$ cat src/rtl/bitwise_pipe_if.sv
`default_nettype none
// ============================================================================
// Module   : bitwise_pipe_if
// Brief    : Handshake bundle for bitwise_pipe. Optional flag signals are
//            present when BITWISE_PIPE_FLAGS_EN is defined.
// Revision : 1.0
// ============================================================================
interface bitwise_pipe_if #(
    parameter int WIDTH     = 16,
    parameter int CNT_WIDTH = 16
);
    logic                 in_valid;
    logic                 in_ready;
    logic [WIDTH-1:0]     in_a;
    logic [WIDTH-1:0]     in_b;
    logic [2:0]           in_op;
    logic                 out_valid;
    logic                 out_ready;
    logic [WIDTH-1:0]     out_data;
    logic [CNT_WIDTH-1:0] xfer_count;
`ifdef BITWISE_PIPE_FLAGS_EN
    logic                 out_zr;
    logic                 out_ng;

    modport slave (
        input  in_valid, in_a, in_b, in_op, out_ready,
        output in_ready, out_valid, out_data, xfer_count, out_zr, out_ng
    );
    modport master (
        output in_valid, in_a, in_b, in_op, out_ready,
        input  in_ready, out_valid, out_data, xfer_count, out_zr, out_ng
    );
`else
    modport slave (
        input  in_valid, in_a, in_b, in_op, out_ready,
        output in_ready, out_valid, out_data, xfer_count
    );
    modport master (
        output in_valid, in_a, in_b, in_op, out_ready,
        input  in_ready, out_valid, out_data, xfer_count
    );
`endif
endinterface
`default_nettype wire

$ cat src/rtl/bitwise_pipe.sv
`default_nettype none
// ============================================================================
// Module   : bitwise_pipe
// Brief    : Eight-op bitwise unit feeding a 2-entry valid/ready output
//            buffer with a transfer counter. Macro BITWISE_PIPE_FLAGS_EN
//            adds per-entry zero/negative flags.
// Revision : 1.0
// ============================================================================
module bitwise_pipe #(
    parameter int WIDTH     = 16,
    parameter int CNT_WIDTH = 16
) (
    input  wire logic      clk,
    input  wire logic      rst,
    bitwise_pipe_if.slave  bus
);

    localparam logic [2:0] c_OP_NOT  = 3'b000;
    localparam logic [2:0] c_OP_AND  = 3'b001;
    localparam logic [2:0] c_OP_OR   = 3'b010;
    localparam logic [2:0] c_OP_XOR  = 3'b011;
    localparam logic [2:0] c_OP_NAND = 3'b100;
    localparam logic [2:0] c_OP_NOR  = 3'b101;
    localparam logic [2:0] c_OP_XNOR = 3'b110;

`ifdef BITWISE_PIPE_FLAGS_EN
    localparam int FLAG_W = 2;
`else
    localparam int FLAG_W = 0;
`endif
    localparam int ENTRY_W = WIDTH + FLAG_W;

    localparam logic [1:0]           c_FULL    = 2'd2;
    localparam logic [CNT_WIDTH-1:0] c_CNT_ONE = CNT_WIDTH'(1);

    logic [WIDTH-1:0]     w_result;
    logic [ENTRY_W-1:0]   w_entry;
    logic                 w_push;
    logic                 w_pop;
    logic                 w_in_ready;
    logic                 w_out_valid;

    logic [ENTRY_W-1:0]   r_head;
    logic [ENTRY_W-1:0]   r_tail;
    logic [1:0]           r_count;
    logic [CNT_WIDTH-1:0] r_xfer;

    always_comb begin
        w_result = bus.in_a;
        case (bus.in_op)
            c_OP_NOT:  w_result = ~bus.in_a;
            c_OP_AND:  w_result = bus.in_a & bus.in_b;
            c_OP_OR:   w_result = bus.in_a | bus.in_b;
            c_OP_XOR:  w_result = bus.in_a ^ bus.in_b;
            c_OP_NAND: w_result = ~(bus.in_a & bus.in_b);
            c_OP_NOR:  w_result = ~(bus.in_a | bus.in_b);
            c_OP_XNOR: w_result = ~(bus.in_a ^ bus.in_b);
            default:   w_result = bus.in_a;
        endcase
    end

`ifdef BITWISE_PIPE_FLAGS_EN
    // Flags are captured with the data so they always track the buffer head.
    assign w_entry = {w_result[WIDTH-1], (w_result == '0), w_result};
`else
    assign w_entry = w_result;
`endif

    // in_ready depends only on occupancy, never on out_ready.
    assign w_in_ready  = (r_count < c_FULL);
    assign w_out_valid = (r_count != 2'd0);
    assign w_push      = bus.in_valid & w_in_ready;
    assign w_pop       = w_out_valid & bus.out_ready;

    always_ff @(posedge clk or posedge rst) begin
        if (rst) begin
            r_head  <= '0;
            r_tail  <= '0;
            r_count <= 2'd0;
            r_xfer  <= '0;
        end else begin
            // Push and pop together can only happen at occupancy 1.
            if (w_push && w_pop) begin
                r_head <= w_entry;
            end else if (w_push) begin
                if (r_count == 2'd0) begin
                    r_head <= w_entry;
                end else begin
                    r_tail <= w_entry;
                end
                r_count <= r_count + 2'd1;
            end else if (w_pop) begin
                r_head  <= r_tail;
                r_count <= r_count - 2'd1;
            end

            if (w_pop) begin
                r_xfer <= r_xfer + c_CNT_ONE;
            end
        end
    end

    assign bus.in_ready   = w_in_ready;
    assign bus.out_valid  = w_out_valid;
    assign bus.out_data   = r_head[WIDTH-1:0];
    assign bus.xfer_count = r_xfer;
`ifdef BITWISE_PIPE_FLAGS_EN
    assign bus.out_zr     = r_head[WIDTH];
    assign bus.out_ng     = r_head[WIDTH+1];
`endif

endmodule
`default_nettype wire
$ cat src/flat_wrapper.sv
// flat-port wrapper written by rule: the top's interface ports become plain ports
module bitwise_pipe_flat 
#(
    parameter int WIDTH     = 16,
    parameter int CNT_WIDTH = 16
)
  (clk, rst, bus_in_valid, bus_in_a, bus_in_b, bus_in_op, bus_out_ready, bus_in_ready, bus_out_valid, bus_out_data, bus_xfer_count);
  bitwise_pipe_if #(.WIDTH(WIDTH), .CNT_WIDTH(CNT_WIDTH)) bus_i ();
  input  wire logic clk;
  input  wire logic rst;
  input wire logic [$bits(bus_i.in_valid)-1:0] bus_in_valid;
  input wire logic [$bits(bus_i.in_a)-1:0] bus_in_a;
  input wire logic [$bits(bus_i.in_b)-1:0] bus_in_b;
  input wire logic [$bits(bus_i.in_op)-1:0] bus_in_op;
  input wire logic [$bits(bus_i.out_ready)-1:0] bus_out_ready;
  output wire logic [$bits(bus_i.in_ready)-1:0] bus_in_ready;
  output wire logic [$bits(bus_i.out_valid)-1:0] bus_out_valid;
  output wire logic [$bits(bus_i.out_data)-1:0] bus_out_data;
  output wire logic [$bits(bus_i.xfer_count)-1:0] bus_xfer_count;
  assign bus_i.in_valid = bus_in_valid;
  assign bus_i.in_a = bus_in_a;
  assign bus_i.in_b = bus_in_b;
  assign bus_i.in_op = bus_in_op;
  assign bus_i.out_ready = bus_out_ready;
  assign bus_in_ready = bus_i.in_ready;
  assign bus_out_valid = bus_i.out_valid;
  assign bus_out_data = bus_i.out_data;
  assign bus_xfer_count = bus_i.xfer_count;
  bitwise_pipe #(.WIDTH(WIDTH), .CNT_WIDTH(CNT_WIDTH)) u_core (.clk(clk), .rst(rst), .bus(bus_i));
endmodule
$ cat config.mk
export PLATFORM = sky130hd
export DESIGN_NAME = bitwise_pipe_flat
export DESIGN_NICKNAME = d
export VERILOG_FILES = /design/src/rtl/bitwise_pipe_if.sv /design/src/rtl/bitwise_pipe.sv /design/src/flat_wrapper.sv
export SDC_FILE = /design/constraint.sdc
export NUM_CORES = 1
export LEC_CHECK = 0
export ABC_AREA = 1
export ABC_CLOCK_PERIOD_IN_PS = 1870
export BUFFER_PORTS_ARGS = -buffer_cell sky130_fd_sc_hd__buf_2
export CORE_MARGIN = 4
export CORE_UTILIZATION = 40
export CTS_CLUSTER_DIAMETER = 80
export DETAILED_ROUTE_END_ITERATION = 8
export PLACE_DENSITY_LB_ADDON = 0.12
export SYNTH_ARGS = -nofsm -noshare
export SYNTH_HDL_FRONTEND = slang
export SYNTH_SLANG_ARGS = --single-unit
$ cat constraint.sdc
create_clock -name clk -period 1.87 [get_ports clk]
set_clock_uncertainty 0.15 [all_clocks]
set_input_delay 0.374 -clock clk [delete_from_list [all_inputs] [get_ports clk]]
set_output_delay 0.374 -clock clk [all_outputs]
set_load 0.005 [all_outputs]
# --- Yosys cells after proc, flatten, opt, wreduce, memory -nomap -nowiden ---
# Cells that the tools add are included.
classes:
  addsub: 3
  multipliers: 0
  n_div: 0
  n_lt_le_gt_ge: 1
  eq_ne: 7
  n_shift: 0
  n_mux: 7
  bitwise_logic: 11
  reduce_logical: 9
op_table:
  columns: ["op", "n"]
  rows:
  - ["16-bit one-hot mux with 7 select lines", 1]
  - ["16-bit two-way mux", 4]
  - ["16-bit NOT", 4]
  - ["16-bit by 1-bit adder with 16-bit output, second input constant", 1]
  - ["16-bit AND", 1]
  - ["16-bit bitwise OR", 1]
  - ["16-bit XOR", 1]
  - ["3-bit equality test, second input constant", 3]
  - ["3-bit by 2-bit equality test with 1-bit output, second input constant", 2]
  - ["2-bit two-way mux", 2]
  - ["2-bit AND reduction", 2]
  - ["2-bit nonzero test", 2]
  - ["3-bit by 1-bit equality test with 1-bit output, second input constant", 1]
  - ["3-bit logical NOT", 1]
  - ["3-bit inequality test, second input constant", 1]
  - ["3-bit AND reduction", 1]
  - ["3-bit nonzero test", 1]
  - ["2-bit by 1-bit adder with 2-bit output, second input constant", 1]
  - ["1-bit AND", 2]
  - ["2-bit logical NOT", 1]
  - ["2-bit less-than comparator, second input constant", 1]
  - ["1-bit NOT", 2]
  - ["2-bit by 1-bit subtractor with 2-bit output, second input constant", 1]
  - ["1-bit logical AND", 1]
totals:
  regBits: 50
  latch_bits: 0
  ram_bits: 0
  mem_bits_ro: 0
  input_bits: 39
  word_cells: 42
  mem_count: 0

# --- Depth between registers and ports, before layout ---
logic_depth:
  word_depth: 6
  mapped_depth: 10

# --- Worst setup path before layout ---
# OpenSTA, ideal clock, no wires.
synth_path:
  kind: "input to register"
  from: "in bus_in_valid"
  to: "reg u_core.r_tail[0]"
  arrival_ns: 1.599
  path_slack_ns: -0.005
  cell_stages: 9
  path_buffers: 4
  path_cell_list: "inv_1 > nor2_2 > buf_2 > buf_2 > ha_1 > nor3_1 > buf_2 > buf_4 > o21ai_0"
synth_via:
  elab_chain_cells: 4
synth_lines:
  columns: ["item", "line_no", "source"]
  rows:
  - ["from (decl)", "flat_wrapper.sv:11", "input wire logic [$bits(bus_i.in_valid)-1:0] bus_in_valid;"]
  - ["1-bit AND *", "bitwise_pipe.sv:72", "assign w_push = bus.in_valid & w_in_ready;"]
  - ["1-bit logical AND", "bitwise_pipe.sv:83", "if (w_push && w_pop) begin"]
  - ["1-bit NOT (no source line)", null, null]
  - ["3-bit AND reduction (no source line) *", null, null]
  - ["to (signal assigned)", "bitwise_pipe.sv:89", "r_tail <= w_entry;"]
  - ["to (decl)", "bitwise_pipe.sv:44", "logic [ENTRY_W-1:0] r_tail;"]
# Mark *: on every way between the ends. The rest lies on a longest branch, timed or not.
# A chain may end at the register's enable or synchronous reset.

# --- Worst setup path in the final report ---
layout_path:
  from: "reg u_core.r_count[0]"
  to: "reg u_core.r_tail[13]"
layout_via:
  elab_chain_cells: 5
  elab_cells_between_ends: 9
  classes_between: "order compare: 1; bitwise: 4; reduce/logical: 4"
layout_lines:
  columns: ["item", "line_no", "source"]
  rows:
  - ["from (decl)", "bitwise_pipe.sv:45", "logic [1:0] r_count;"]
  - ["from (signal assigned)", "bitwise_pipe.sv:91", "r_count <= r_count + 2'd1;"]
  - ["from (signal assigned)", "bitwise_pipe.sv:94", "r_count <= r_count - 2'd1;"]
  - ["2-bit nonzero test", "bitwise_pipe.sv:71", "assign w_out_valid = (r_count != 2'd0);"]
  - ["1-bit AND", "bitwise_pipe.sv:73", "assign w_pop = w_out_valid & bus.out_ready;"]
  - ["named net u_core.w_pop", "bitwise_pipe.sv:39", "logic w_pop;"]
  - ["1-bit logical AND", "bitwise_pipe.sv:83", null]
  - ["1-bit NOT (no source line)", null, null]
  - ["3-bit AND reduction (no source line)", null, null]
# The timed path passes the listed nets, and every way through them passes these cells.

==> summary.log <==
[timing] minimum period implied by the final worst setup slack 1710 ps
[setup_path] Critical Path End Type register
[cells_and_area] fillcell total 1,060
[clock_network] CTS Sinks 50
[placed_design] final estimated routing congestion in global placement 0.880
[grt] number of global-route vias before repair 4,251
[timing] final-report setup violation count 0
[cells_and_area] share of layout cells above drive strength 1 17.5%
[yosys] most common flop cell mapped by yosys sky130_fd_sc_hd__dfrtp_1
[yosys] proportion of synthesized area in mux cells 0%
[min_path] end point of the worst hold path u_core.bus.xfer_count[1]
[clock_network] Clock Path Buffers 2
[run_status] run status finished clean
[floorplan] Placement Rows 37
[clock_network] Root Driver sky130_fd_sc_hd__clkbuf_8
[detailed_routing] total length of routed wires 11,200 um
[timing] final hold violations 0
[cells_and_area] number of diodes added for antenna fixing 0
[setup_path] peak per-stage delay on the critical path 430 ps
[timing] RSZ-0062 raised after global routing false
[grt] largest net degree at the start of global routing 34
[detailed_routing] remaining design rule violation count 0
[min_path] type of the tightest min-delay check input port to register
[yosys] basic-gate share of the synthesized area counting and, or, nand and nor cells 40.9%
[cells_and_area] multi-input gate area in the final layout 2460 um^2
[min_path] Cells on Worst Hold Path 4
[clock_network] Post-CTS Setup Repair Bufs 0
[timing] worst slew margin relative to its limit 69.0%
[timing] final setup TNS 0 ps
[timing] slew of the pin with the lowest slew margin 464 ps
[setup_path] Worst Setup Path Type register to register
[min_path] worst hold path startpoint bus_out_ready
[timing] max frequency 585 MHz
[power_and_ir_drop] reported leakage power 2.75 nW
[setup_path] reg-to-reg setup timing slack 160 ps
[timing] part of the cycle the worst path needs 91.3%
[power_and_ir_drop] maximum VDD drop 574 uV
[detailed_routing] post-detailed-route via-to-cell ratio 5.15
[job] reported max-cap violation count 0
[clock_network] number of buffers added by the clock tree synthesis step 5
[setup_path] worst reg2reg path depth 8
[grt] overflow left after global routing 0
[setup_path] WP data required 1920 ps
[setup_path] worst reg2reg endpoint u_core.r_tail[13]
[yosys] share of flip-flops with an asynchronous set or reset 100%
[clock_network] total number of H-tree levels 2
[grt] initial antenna violation count 0
[setup_path] Cell Chain, Critical Path nor2_2 > nor2_2 > ha_1 > nor3_2 > buf_12 > inv_1 > nand2_1 > nand2_1
[setup_path] arrival time at the worst endpoint 1750 ps
[cells_and_area] Sequential cell area 1250 um^2
[clock_network] Clock Pin Slew Worst Setup and Hold Paths 90 ps
[clock_network] source-to-sink clock delay at the later pin of the worst-skew pair 310 ps
[floorplan] die area 12,300 um^2
[placed_design] HPWL after detailed placement 8470 um
[power_and_ir_drop] overall power after layout 4.39 mW
[yosys] Synth Area in Compound Gates 3.56%
[placed_design] count of port buffers added during placement 72
[floorplan] overall die width 111 um
[grt] global-route wire length before repair 20,100 um
[detailed_routing] DR pass1 iterations 4
[yosys] Post-Synth XOR/XNOR Area 3.30%
[yosys] sequential area share after synthesis 29.4%
[yosys] syn_area_per_cell 6.82 um^2
[yosys] number of synthesized flops with an enable pin 0
[detailed_routing] routed len/inst 13.6 um
[yosys] synthesis-stage register bit count 50
[yosys] Post-Synth Adder-Cell Area 10.0%
[floorplan] io pins 73
[detailed_routing] post-detailed-route count of antenna-violating nets 0
[yosys] number of warnings reported in the yosys synthesis log 0
[clock_network] TritonCTS clock tree done
[yosys] post-synthesis instance area 4250 um^2
[setup_path] Crit-path slowest cell sky130_fd_sc_hd__dfrtp_1
[yosys] instance count of the mapped netlist 623
[yosys] Synth Net Count 696
[detailed_routing] routed vias 4,241
[floorplan] effective utilization at floorplan 41.2%
[cells_and_area] number of nets in the finished design 759
[setup_path] type of origin of the critical path register
[setup_path] highest fanout seen on the critical path 29
[floorplan] Die H 111 um
[yosys] Netlist cell types 29
[cells_and_area] Synth-to-Final Area Change 15.6%
[yosys] combinational family with the most area after synthesis simple AND/OR/NAND/NOR gates
[power_and_ir_drop] Power Density 892 nW/um^2
[detailed_routing] DRC marker count from the first detailed-route iteration 244
[setup_path] R2R Path Start u_core.r_count[0]
[grt] total global routing track utilization 19.1%
[timing] Final Slew Violations 0
[floorplan] Core Box Area 10,300 um^2
[layout make-up]
class                      instances  area share, %
sequential                        50           25.5
clock inverter                     2          0.764
timing repair buffer              93           11.6
multi-input combinational        444           50.1
tap                              136           3.46
clock buffer                       6           1.48
inverter                          92           7.13
[power breakdown]
part	leakage, nW	total (mW)	internal (mW)	switching, mW
clock network	0.0514	0.759	0.399	0.359
registers	0.631	1.74	1.49	0.242
logic	2.07	1.89	0.786	1.10
[cells in the mapped netlist (2+ instances only)]
cell / count / area, um^2
sky130_fd_sc_hd__nand2_1: 152 / 571
sky130_fd_sc_hd__inv_1: 87 / 327
sky130_fd_sc_hd__nand4_1: 79 / 494
sky130_fd_sc_hd__nor2_1: 63 / 236
sky130_fd_sc_hd__dfrtp_1: 50 / 1250
sky130_fd_sc_hd__nand3_1: 41 / 205
sky130_fd_sc_hd__ha_1: 34 / 425
sky130_fd_sc_hd__buf_2: 20 / 100
sky130_fd_sc_hd__nand3b_1: 15 / 113
sky130_fd_sc_hd__a21oi_1: 14 / 70.1
sky130_fd_sc_hd__xor2_1: 10 / 87.6
sky130_fd_sc_hd__clkbuf_1: 9 / 33.8
sky130_fd_sc_hd__o21ai_0: 8 / 40.0
sky130_fd_sc_hd__xnor2_1: 6 / 52.6
sky130_fd_sc_hd__nor2_2: 5 / 31.3
sky130_fd_sc_hd__o21ai_1: 5 / 25.0
sky130_fd_sc_hd__buf_4: 4 / 30.0
sky130_fd_sc_hd__inv_2: 3 / 11.3
sky130_fd_sc_hd__nand2_2: 3 / 18.8
sky130_fd_sc_hd__nor3_1: 3 / 15.0
sky130_fd_sc_hd__buf_1: 2 / 7.51
sky130_fd_sc_hd__buf_6: 2 / 22.5
sky130_fd_sc_hd__inv_4: 2 / 12.5
[kinds of logic after synthesis]
kind of cell | Yosys count
AOI/OAI and AO/OA | 29
xor gates and xnor gates | 16
adders and majority gates | 34
buffers and inverters | 129
DFF | 50
and+or+nand+nor | 365
[worst max path at each step]
stage | endpoint | depth (start not counted) | slack, ps | start
after floorplan | u_core.r_tail[4] | 9 | 20 | bus_in_valid
after global placement | u_core.r_tail[15] | 8 | 80 | u_core.r_count[0]
after detailed placement | u_core.r_tail[13] | 8 | 70 | u_core.r_count[0]
after CTS | u_core.r_tail[13] | 8 | 50 | u_core.r_count[0]
after global routing | u_core.r_tail[13] | 8 | 20 | u_core.r_count[0]
final | u_core.r_tail[13] | 8 | 160 | u_core.r_count[0]
[layer usage]
| layer | GRT usage (%) | vias to the layer above | part of all wire (%) |
|---|---|---|---|
| met5 | 0 | - | 0 |
| met4 | 4.22 | 0 | 1.3 |
| met3 | 2.95 | 13 | 4.3 |
| met2 | 33.9 | 101 | 50 |
| met1 | 24.5 | 1980 | 45 |
| li1 | - | 2147 | - |
[cells in the final DEF, fill, tap and decap left out, types with 2 or more instances in the layout]
cell type / count
sky130_fd_sc_hd__nand2_2: 3
sky130_fd_sc_hd__clkbuf_8: 5
sky130_fd_sc_hd__xnor2_1: 6
sky130_fd_sc_hd__buf_4: 16
sky130_fd_sc_hd__o21ai_0: 8
sky130_fd_sc_hd__nand3b_1: 15
sky130_fd_sc_hd__inv_4: 2
sky130_fd_sc_hd__nor2_2: 6
sky130_fd_sc_hd__nor3_1: 2
sky130_fd_sc_hd__a21oi_1: 14
sky130_fd_sc_hd__ha_1: 34
sky130_fd_sc_hd__buf_12: 4
sky130_fd_sc_hd__nor2_1: 62
sky130_fd_sc_hd__nand4_1: 79
sky130_fd_sc_hd__inv_2: 4
sky130_fd_sc_hd__xor2_1: 10
sky130_fd_sc_hd__nand3_1: 41
sky130_fd_sc_hd__o21ai_1: 5
sky130_fd_sc_hd__buf_2: 72
sky130_fd_sc_hd__inv_1: 86
sky130_fd_sc_hd__nand2_1: 152
sky130_fd_sc_hd__dfrtp_1: 50
[registers in the layout, summed over array words and instances (netlist names)]
name                   count
u_core.r_tail             16
u_core.r_count             2
u_core.bus.xfer_count     16
u_core.bus.out_data       16
[stage by stage]
stage	util, %	area, um^2	hold WS, ps	setup WS (ps)	instances
2_1_floorplan	-	4250	299	20.5	623
3_3_place_gp	46.4	4790	208	82.2	814
3_5_place_dp	46.4	4790	218	73.3	814
4_1_cts	47.6	4910	239	53.4	823
5_1_grt	47.6	4910	269	20.0	823
6_report	47.6	4910	246	162	823
[timing repair]
| item | 4_1_cts | 5_1_grt |
|---|---|---|
| endpoints found under the hold margin | 12 | 0 |
| gates resized for setup | 0 | 1 |
| endpoints found under the setup margin | 0 | 5 |
| hold buffers | 1 | 0 |
[worst max-delay path: cells and delay by family (launching register included)]
kind	cells	cell delay, ps
simple gates	5	500
flops	1	430
buf+inv	2	300
fa+ha+maj	1	210
(Power assumes the default switching activity.)
